[src/rtl/cpu_trace_monitor_pkg.sv]
// Shared types and helpers for the CPU trace monitor.
//   state_e : capture controller states
//   idx_w() : width of a channel index, never less than one bit
package cpu_trace_monitor_pkg;

    typedef enum logic [1:0] {
        ST_RUN   = 2'd0,
        ST_DRAIN = 2'd1,
        ST_DONE  = 2'd2
    } state_e;

    function automatic int idx_w(input int n);
        return (n > 1) ? $clog2(n) : 1;
    endfunction

endpackage

[src/rtl/cpu_trace_monitor_fifo.sv]
// First-word-fall-through FIFO holding trace entries.
//   clk_i, rst_ni      : clock, async active-low reset (discards contents)
//   push_i, wdata_i    : write request and entry
//   pop_i              : consume head (ignored when empty)
//   full_o, empty_o    : occupancy flags
//   rdata_o            : head entry, zero while empty
// A push while full is accepted only if a pop happens in the same cycle.
module cpu_trace_monitor_fifo #(
    parameter int WIDTH = 8,
    parameter int DEPTH = 16
) (
    input  logic             clk_i,
    input  logic             rst_ni,
    input  logic             push_i,
    input  logic [WIDTH-1:0] wdata_i,
    input  logic             pop_i,
    output logic             full_o,
    output logic             empty_o,
    output logic [WIDTH-1:0] rdata_o
);

    localparam int AW = $clog2(DEPTH);

    // Pointers carry one extra wrap bit to tell full from empty.
    logic [AW:0]      wptr_q, wptr_d;
    logic [AW:0]      rptr_q, rptr_d;
    logic [WIDTH-1:0] mem_q [DEPTH];
    logic             do_push;
    logic             do_pop;

    assign empty_o = (wptr_q == rptr_q);
    assign full_o  = (wptr_q[AW] != rptr_q[AW]) && (wptr_q[AW-1:0] == rptr_q[AW-1:0]);
    assign do_pop  = pop_i && !empty_o;
    assign do_push = push_i && (!full_o || do_pop);
    assign rdata_o = empty_o ? '0 : mem_q[rptr_q[AW-1:0]];

    assign wptr_d = do_push ? wptr_q + 1'b1 : wptr_q;
    assign rptr_d = do_pop  ? rptr_q + 1'b1 : rptr_q;

    always_ff @(posedge clk_i or negedge rst_ni) begin
        if (!rst_ni) begin
            wptr_q <= '0;
            rptr_q <= '0;
        end else begin
            wptr_q <= wptr_d;
            rptr_q <= rptr_d;
        end
    end

    // Storage is not reset; the pointers alone define what is valid.
    always_ff @(posedge clk_i) begin
        if (do_push) begin
            mem_q[wptr_q[AW-1:0]] <= wdata_i;
        end
    end

endmodule

[src/rtl/cpu_trace_monitor.sv]
// Capture block between a CPU top and its harness. Samples NUM_CH
// (valid, data) channels, stamps accepted samples with the RUN cycle
// count and queues them for a valid/ready consumer.
//   clk_i, rst_ni            : clock, async active-low reset
//   halt_i                   : CPU halt request (level)
//   in_valid_i, in_data_i    : channel c data at [c*DATA_W +: DATA_W]
//   out_valid_o/out_ready_i  : head handshake
//   out_data_o/out_ch_o/out_cycle_o : head entry fields
//   cycle_count_o            : cycles spent in RUN (saturating)
//   drop_count_o             : samples lost, any cause (saturating)
//   overflow_o, timeout_o, done_o   : sticky status
//
// state    | meaning
// ST_RUN   | capturing, cycle counter running, watchdog armed
// ST_DRAIN | capture off, waiting for consumer to empty the FIFO
// ST_DONE  | shutdown complete, held until reset
module cpu_trace_monitor
    import cpu_trace_monitor_pkg::*;
#(
    parameter int DATA_W  = 64,
    parameter int NUM_CH  = 1,
    parameter int DEPTH   = 16,
    parameter int TIMEOUT = 0,
    parameter int CNT_W   = 32,
    localparam int CH_W   = idx_w(NUM_CH)
) (
    input  logic                     clk_i,
    input  logic                     rst_ni,
    input  logic                     halt_i,
    input  logic [NUM_CH-1:0]        in_valid_i,
    input  logic [NUM_CH*DATA_W-1:0] in_data_i,
    output logic                     out_valid_o,
    input  logic                     out_ready_i,
    output logic [DATA_W-1:0]        out_data_o,
    output logic [CH_W-1:0]          out_ch_o,
    output logic [CNT_W-1:0]         out_cycle_o,
    output logic [CNT_W-1:0]         cycle_count_o,
    output logic [CNT_W-1:0]         drop_count_o,
    output logic                     overflow_o,
    output logic                     timeout_o,
    output logic                     done_o
);

    localparam int  EW    = CH_W + CNT_W + DATA_W;
    localparam bit  WD_EN = (TIMEOUT != 0);

    state_e           state_q, state_d;
    logic [CNT_W-1:0] cycle_q, cycle_d;
    logic [CNT_W-1:0] drop_q, drop_d;
    logic [CH_W-1:0]  rr_q, rr_d;
    logic             overflow_q, overflow_d;
    logic             timeout_q, timeout_d;
    logic             done_q, done_d;

    logic             grant;
    logic [CH_W-1:0]  grant_ch;
    logic [DATA_W-1:0] grant_data;
    logic [CNT_W-1:0] n_valid;
    logic [CNT_W-1:0] drop_inc;
    logic [CNT_W:0]   drop_sum;
    logic             run;
    logic             timeout_hit;

    logic             fifo_full, fifo_empty, fifo_push, fifo_pop, fifo_drop;
    logic [EW-1:0]    fifo_wdata, fifo_rdata;

    // Round-robin: first valid channel at or above the pointer wins,
    // otherwise the first valid channel below it.
    always_comb begin
        grant      = 1'b0;
        grant_ch   = '0;
        grant_data = '0;
        n_valid    = '0;
        for (int c = 0; c < NUM_CH; c++) begin
            n_valid = n_valid + CNT_W'(in_valid_i[c]);
            if (!grant && in_valid_i[c] && (c >= int'(rr_q))) begin
                grant      = 1'b1;
                grant_ch   = CH_W'(c);
                grant_data = in_data_i[c*DATA_W +: DATA_W];
            end
        end
        for (int c = 0; c < NUM_CH; c++) begin
            if (!grant && in_valid_i[c] && (c < int'(rr_q))) begin
                grant      = 1'b1;
                grant_ch   = CH_W'(c);
                grant_data = in_data_i[c*DATA_W +: DATA_W];
            end
        end
    end

    assign run         = (state_q == ST_RUN);
    assign timeout_hit = WD_EN && (cycle_q == CNT_W'(TIMEOUT - 1));
    assign fifo_pop    = out_ready_i && !fifo_empty;
    assign fifo_push   = run && grant;
    assign fifo_drop   = fifo_push && fifo_full && !fifo_pop;
    assign fifo_wdata  = {grant_ch, cycle_q, grant_data};

    cpu_trace_monitor_fifo #(
        .WIDTH (EW),
        .DEPTH (DEPTH)
    ) u_fifo (
        .clk_i   (clk_i),
        .rst_ni  (rst_ni),
        .push_i  (fifo_push),
        .wdata_i (fifo_wdata),
        .pop_i   (fifo_pop),
        .full_o  (fifo_full),
        .empty_o (fifo_empty),
        .rdata_o (fifo_rdata)
    );

    always_comb begin
        state_d    = state_q;
        cycle_d    = cycle_q;
        drop_d     = drop_q;
        rr_d       = rr_q;
        overflow_d = overflow_q;
        timeout_d  = timeout_q;
        drop_inc   = '0;
        drop_sum   = '0;
        case (state_q)
            ST_RUN: begin
                cycle_d  = (&cycle_q) ? cycle_q : cycle_q + 1'b1;
                // Arbitration losers plus a granted sample rejected by a full FIFO.
                drop_inc = n_valid - CNT_W'(grant) + CNT_W'(fifo_drop);
                drop_sum = {1'b0, drop_q} + {1'b0, drop_inc};
                drop_d   = drop_sum[CNT_W] ? '1 : drop_sum[CNT_W-1:0];
                if (fifo_drop) begin
                    overflow_d = 1'b1;
                end
                if (grant) begin
                    rr_d = (grant_ch == CH_W'(NUM_CH - 1)) ? '0 : grant_ch + 1'b1;
                end
                if (timeout_hit) begin
                    timeout_d = 1'b1;
                    state_d   = ST_DRAIN;
                end
                if (halt_i) begin
                    state_d = ST_DRAIN;
                end
            end
            ST_DRAIN: begin
                if (fifo_empty) begin
                    state_d = ST_DONE;
                end
            end
            default: begin
                state_d = ST_DONE;
            end
        endcase
    end

    assign done_d = (state_d == ST_DONE);

    always_ff @(posedge clk_i or negedge rst_ni) begin
        if (!rst_ni) begin
            state_q    <= ST_RUN;
            cycle_q    <= '0;
            drop_q     <= '0;
            rr_q       <= '0;
            overflow_q <= 1'b0;
            timeout_q  <= 1'b0;
            done_q     <= 1'b0;
        end else begin
            state_q    <= state_d;
            cycle_q    <= cycle_d;
            drop_q     <= drop_d;
            rr_q       <= rr_d;
            overflow_q <= overflow_d;
            timeout_q  <= timeout_d;
            done_q     <= done_d;
        end
    end

    assign out_valid_o   = !fifo_empty;
    assign out_data_o    = fifo_rdata[DATA_W-1:0];
    assign out_cycle_o   = fifo_rdata[DATA_W +: CNT_W];
    assign out_ch_o      = fifo_rdata[DATA_W+CNT_W +: CH_W];
    assign cycle_count_o = cycle_q;
    assign drop_count_o  = drop_q;
    assign overflow_o    = overflow_q;
    assign timeout_o     = timeout_q;
    assign done_o        = done_q;

endmodule

[config.mk]
export PLATFORM = sky130hd
export DESIGN_NAME = cpu_trace_monitor
export DESIGN_NICKNAME = d
export VERILOG_FILES = /design/src/rtl/cpu_trace_monitor_pkg.sv /design/src/rtl/cpu_trace_monitor_fifo.sv /design/src/rtl/cpu_trace_monitor.sv
export SDC_FILE = /design/constraint.sdc
export NUM_CORES = 2
export LEC_CHECK = 0
export ABC_AREA = 0
export CORE_AREA = 5 5 423 425
export CTS_BUF_LIST = sky130_fd_sc_hd__clkbuf_4 sky130_fd_sc_hd__clkbuf_8
export DETAILED_ROUTE_END_ITERATION = 8
export DIE_AREA = 0 0 428 430
export PLACE_DENSITY_LB_ADDON = 0.05
export SKIP_LAST_GASP = 1
export SYNTH_ARGS = -nofsm -noshare
export SYNTH_HDL_FRONTEND = slang
export SYNTH_SLANG_ARGS = --single-unit
[constraint.sdc]
create_clock -name clk_i -period 14.8 [get_ports clk_i]
set_input_delay 2.96 -clock clk_i [delete_from_list [all_inputs] [get_ports clk_i]]
set_output_delay 2.96 -clock clk_i [all_outputs]
set_load 0.1 [all_outputs]
== After elaboration in Yosys (flattened, before gate mapping) ==
Memory sizes are Yosys's and may differ from the RTL's.
Index checks and enable logic that the tools add are counted.
Storage, ports and cells
  register bits after elaboration: 78
  memory bits (writable): 1536
  input port bits: 69
  output and inout port bits: 165
  logic and storage cells: 44
  memories kept: 1
Memories
  u_fifo.mem_q: depth 16, bits a word 96, rd ports 1, clocked after memory_dff 0, write ports 1, line cpu_trace_monitor_fifo.sv:27  | logic [WIDTH-1:0] mem_q [DEPTH];
Operators by class
  add/subtract/negate cells: 6
  equal/unequal tests: 5
  mux-type cells: 9
  bitwise operators: 1
  reduce and logical (&&, ||, !) cells: 15
Operator list (number)
  97-bit 2-to-1 mux: 1
  64-bit 2-to-1 mux: 1
  32-bit by 32-bit adder with 33-bit output: 1
  32-bit by 1-bit adder with 32-bit output, second input constant: 1
  32-bit 2-to-1 mux: 1
  32-bit AND reduction: 1
  5-bit by 1-bit adder with 5-bit output, second input constant: 2
  1-bit logical AND: 7
  5-bit == test: 1
  4-bit == test: 1
  2-bit 2-to-1 mux: 2
  2-bit one-hot mux with 2 select lines: 1
  2-bit AND reduction: 2
  2-bit by 2-bit adder with 3-bit output: 1
  1-bit zero test: 3
  1-bit 2-to-1 mux: 3
  2-bit by 1-bit == test with 1-bit output, second input constant: 1
  2-bit == test, second input constant: 1
  2-bit zero test: 1
  1-bit by 1-bit subtractor with 2-bit output: 1
  1-bit logical OR: 1
  1-bit inequality test: 1
  1-bit inverter: 1

== Logic depth before layout (Yosys ltp) ==
  word-level depth: 8
  mapped depth: 11
  depth with buffers taken out: 9

== By module ==
From an unflattened synthesis, not the netlist that was laid out.
Unflattened totals
  cell total of the unflattened synthesis: 2834
  area, all modules: 62565.0 µm²
Modules (own cells, without submodules)
  cpu_trace_monitor_fifo: times used 1, cells each 2448, area an instance 58771.4 µm², seq. area each 46854.9 µm²
  cpu_trace_monitor: times used 1, cells each 386, area an instance 3793.6 µm², seq. area each 1701.6 µm²

== Least setup slack after synthesis ==
OpenSTA, ideal clock, no wires.
  kind: input port to flip-flop
  start: in out_ready_i
  end: mem u_fifo.mem_q[3][0] (netlist name), enable pin
  setup time: 0.668 ns
  data arrival time: 9.947 ns
  slack: 4.184 ns
  cell stages on the path: 4
  buffers on the path: 1
  cells stage by stage: o311a_1 clkbuf_1 nand2_1 nor3_1
Between the ends
  longest elaborated chain between the ends: 6
RTL lines
  start, declared: line cpu_trace_monitor.sv:33  | input logic out_ready_i,
  1-bit logical AND: line cpu_trace_monitor.sv:93  | assign fifo_pop = out_ready_i && !fifo_empty;
  1-bit logical AND: line cpu_trace_monitor_fifo.sv:33  | assign do_pop = pop_i && !empty_o;
  1-bit logical OR: line cpu_trace_monitor_fifo.sv:34  | assign do_push = push_i && (!full_o || do_pop);
  1-bit logical AND: line cpu_trace_monitor_fifo.sv:34
  1-bit 2-to-1 mux: line cpu_trace_monitor_fifo.sv:52  | if (do_push) begin
  1-bit 2-to-1 mux (not written as such): line cpu_trace_monitor_fifo.sv:53  | mem_q[wptr_q[AW-1:0]] <= wdata_i;
  end, declared: line cpu_trace_monitor_fifo.sv:27
No other way between the ends.

== Worst setup path in the final report ==
  start: reg u_fifo.rptr_q[0]
  end: out out_cycle_o[22]
Between the ends
  longest elaborated chain between the ends: 2
  elaborated cells on any way between the ends: 3
  those cells by class: eq/ne (1); mux (1); memory (1)
RTL lines
  start, declared: line cpu_trace_monitor_fifo.sv:26  | logic [AW:0] rptr_q, rptr_d;
  start signal, assigned: line cpu_trace_monitor_fifo.sv:46  | rptr_q <= rptr_d;
  memory read 16 x 96 bit or 5-bit == test (tied branches)
  97-bit 2-to-1 mux (*): line cpu_trace_monitor_fifo.sv:35  | assign rdata_o = empty_o ? '0 : mem_q[rptr_q[AW-1:0]];
  end, declared: line cpu_trace_monitor.sv:36  | output logic [CNT_W-1:0] out_cycle_o,
Every way passes the cells marked *; elsewhere a longest branch is shown, timed or not.

==> impl_metrics.env <==
export IMPL_die_w_um=428
export IMPL_async_reset_ff_frac=0.0483
export IMPL_die_y_um=430
export IMPL_yosys_top_cells_count="1,536 x edfxtp_1, 480 x mux4_2, 162 x and2_1"
export IMPL_htree_levels=5
export IMPL_p_per_area_nw_per_um2=212
export IMPL_firstDrtPassIters=5
export IMPL_crit_buf_inv=3
export IMPL_synth_main_ff_cell="edfxtp_1"
export IMPL_viasPerCell=5.17
export IMPL_initial_core_util=0.358
export IMPL_worst_setup_path_start_kind="flip-flop"
export IMPL_cp_max_fo=48
export IMPL_nets=3229
export IMPL_fin_hold_ws_ns=0.471
export IMPL_critPathArrivalTime_ns=6.21
export IMPL_holdPathStages=1
export IMPL_fmax_mhz=109
export IMPL_antenna_found_initial=14
export IMPL_synth_area_top_cells="edfxtp_1 74%, mux4_2 17%, dfrtp_1 3.1%, and2_1 1.6%, clkbuf_1 0.46%"
export IMPL_synth_seq_cells=1614
export IMPL_worstPathRequired_ns=11.84
export IMPL_grt_usage=0.180
export IMPL_crit_cells=6
export IMPL_dp_hpwl_mm=81.2
export IMPL_cts_resized=0
export IMPL_wl_per_cell_um=29.2
export IMPL_slew_headroom=0.183
export IMPL_leakage_nw=22.8
export IMPL_worstPathCellList="buf_4 > buf_4 > mux4_2 > mux4_2 > and2_1 > clkdlybuf4s50_1"
export IMPL_register_area_um2=48100
export IMPL_synth_edf_count=1536
export IMPL_drtIter0Drc=2302
export IMPL_post_synth_top_area_cell="edfxtp_1"
export IMPL_skew_ns=0.0577
export IMPL_ant_nets=0
export IMPL_cts_root_buf="clkbuf_8"
export IMPL_end_kind="output port"
export IMPL_drive_above_1_share=0.301
export IMPL_cts_hold_buf=0
export IMPL_rows=154
export IMPL_coreArea_um2=175000
export IMPL_num_io_pins=234
export IMPL_gp_congestion=0.715
export IMPL_yosysTopAreaCellShare=0.737
export IMPL_fin_crit_ns=9.17
export IMPL_yosys_cell_count_top_type="edfxtp_1"
export IMPL_syn2layout_area_growth_pct=17.0
export IMPL_synth_area_um2=62600
export IMPL_clk_latency_ns=1.00
export IMPL_rsz0062_at_grt="no"
export IMPL_tightest_slew_ns=1.22
export IMPL_drc=0
export IMPL_hold_class="flip-flop to flip-flop"
export IMPL_fin_cells=5707
export IMPL_critical_path_max_stage_delay_ns=1.09
export IMPL_grt_max_degree=79
export IMPL_hold_violations=0
export IMPL_fin_crit_sh=0.620
export IMPL_fillCellCount=15357
export IMPL_critical_path_top_delay_family="buffers and inverters"
export IMPL_status="completed"
export IMPL_ys_warn_count=0
export IMPL_grt_first_pass_wirelength_mm=239
export IMPL_final_setup_tns_ns=0
export IMPL_clkSinkCount=1614
export IMPL_die_area_um2=184000
export IMPL_multi_input_area_um2=13900
export IMPL_synth_distinct_cells=43
export IMPL_ys_seq_area_frac=0.768
export IMPL_synth_cells=2701
export IMPL_drv_slew=0
export IMPL_fin_total_pwr_mw=15.5
export IMPL_vdd_ir_drop_max_v=0.000177
export IMPL_grt_pass1_vias=32751
export IMPL_clk_pin_slew_ns=0.06
export IMPL_cts_setup_buffers=0
export IMPL_numCtsBuffers=299
export IMPL_port_buffers=231
export IMPL_wirelength_mm=166
export IMPL_r2r_cells=6
export IMPL_critPathKind="flip-flop to output port"
export IMPL_clockBufferDepth=4
export IMPL_setup_violations=0
export IMPL_vias=29505
export IMPL_dp_cells=5191
export IMPL_slowest_stage="dfrtp_4"
export IMPL_syn_mean_instance_area_um2=23.2
export IMPL_cts_tree="built"
export IMPL_cap_violations=0
export IMPL_gr_total_overflow=0
-- worst register-to-register path, stage by stage, from the launching register on --
cell and delay [ns]:
dfrtp_4 1.09, xnor2_1 0.18, nand4_1 0.18, o311a_1 0.62, and3_4 0.75, buf_4 0.79
buf_4 0.85
-- routing by layer --
layer  up-vias  wire [um]  GRT usage
met1     16094      68400      0.231
met3       262       8150     0.0377
met5         -          0          0
li1      12325          -          -
met4         0       3450     0.0480
met2       824      86500      0.314
-- layout by cell type, fill, tap and decap left out, drive strengths merged, types with 2 or more instances in the layout --
cell and n:
buf 58, edfxtp 1536, ha 8, clkinvlp 5, and2 162, nor2b 3, inv 4, a21oi 4
nor3 11, a21o 4, xnor2 32, o21ai 3, nor4bb 2, mux2 7, bufinv 2, mux4 480
conb 2, nand2b 2, nor4 6, or3 3, a31oi 2, dfrtp 78, nand2 56, nand3 25
and3 32, nand4 27, clkbuf 406, diode 2, nor2 25, clkdlybuf4s50 228, and4 9, or2 2
xor2 31, clkinv 101
-- cells by family (layout without fill, tap and decap cells) --
group                      after synthesis  in the layout  synth area share
xor gates and xnor gates                63             63           0.00882
other                                    1              4         0.0000599
and+or+nand+nor                        368            368            0.0336
AOI/OAI and AO/OA                       19             19           0.00212
muxes                                  487            487             0.174
DFF                                   1614           1614             0.768
adders and majority gates                8              8           0.00160
buffers and inverters                  141            804            0.0114
-- sequential cells by signal (all words and copies together), names as in the netlist --
| name | cells |
|---|---|
| cycle_count_o | 32 |
| done_o | 1 |
| drop_count_o | 32 |
| overflow_o | 1 |
| state_q | 2 |
| u_fifo.mem_q | 1536 |
| u_fifo.rptr_q | 5 |
| u_fifo.wptr_q | 5 |
-- path summary, 6_finish.rpt --
check / from / to / slack (ns)
setup reg to reg: u_fifo.rptr_q[0]$_DFFE_PN0P_ / u_fifo.mem_q[13][82]$_DFFE_PP_ / 9.87
max in group asynchronous: rst_ni / u_fifo.rptr_q[0]$_DFFE_PN0P_ / 11.65
hold / removal: overflow_o$_DFFE_PN0P_ / overflow_o$_DFFE_PN0P_ / 0.47
hold reg to reg: overflow_o$_DFFE_PN0P_ / overflow_o$_DFFE_PN0P_ / 0.47
min in group asynchronous: rst_ni / cycle_count_o[6]$_DFFE_PN0P_ / 2.19
setup / recovery: u_fifo.rptr_q[0]$_DFFE_PN0P_ / out_cycle_o[22] / 5.63
-- metrics by stage --
stage / util / instance area (um^2) / worst slack (ns)
2_1_floorplan: - / 62600 / 4.18
3_3_place_gp: 0.387 / 67700 / 6.40
3_5_place_dp: 0.387 / 67700 / 6.36
4_1_cts: 0.418 / 73200 / 5.23
5_1_grt: 0.418 / 73200 / 5.06
6_report: 0.418 / 73200 / 5.63
-- report_power, final --
| part | internal [mW] | switching, mW | leakage (nW) | total [mW] |
|---|---|---|---|---|
| clock | 2.20 | 1.79 | 2.93 | 3.99 |
| combinational | 2.02 | 4.03 | 5.37 | 6.04 |
| sequential | 5.25 | 0.208 | 14.5 | 5.46 |
| total | 9.47 | 6.02 | 22.8 | 15.5 |
-- layout make-up --
type	count	area share
antenna	2	0.0000684
clock buffer	406	0.0681
clock inverter	108	0.00701
inverter	4	0.000239
multi-input combinational	947	0.189
sequential	1614	0.657
tap	2340	0.0400
timing repair buffer	286	0.0380
Note: power is estimated with default switching activity, not from simulation.
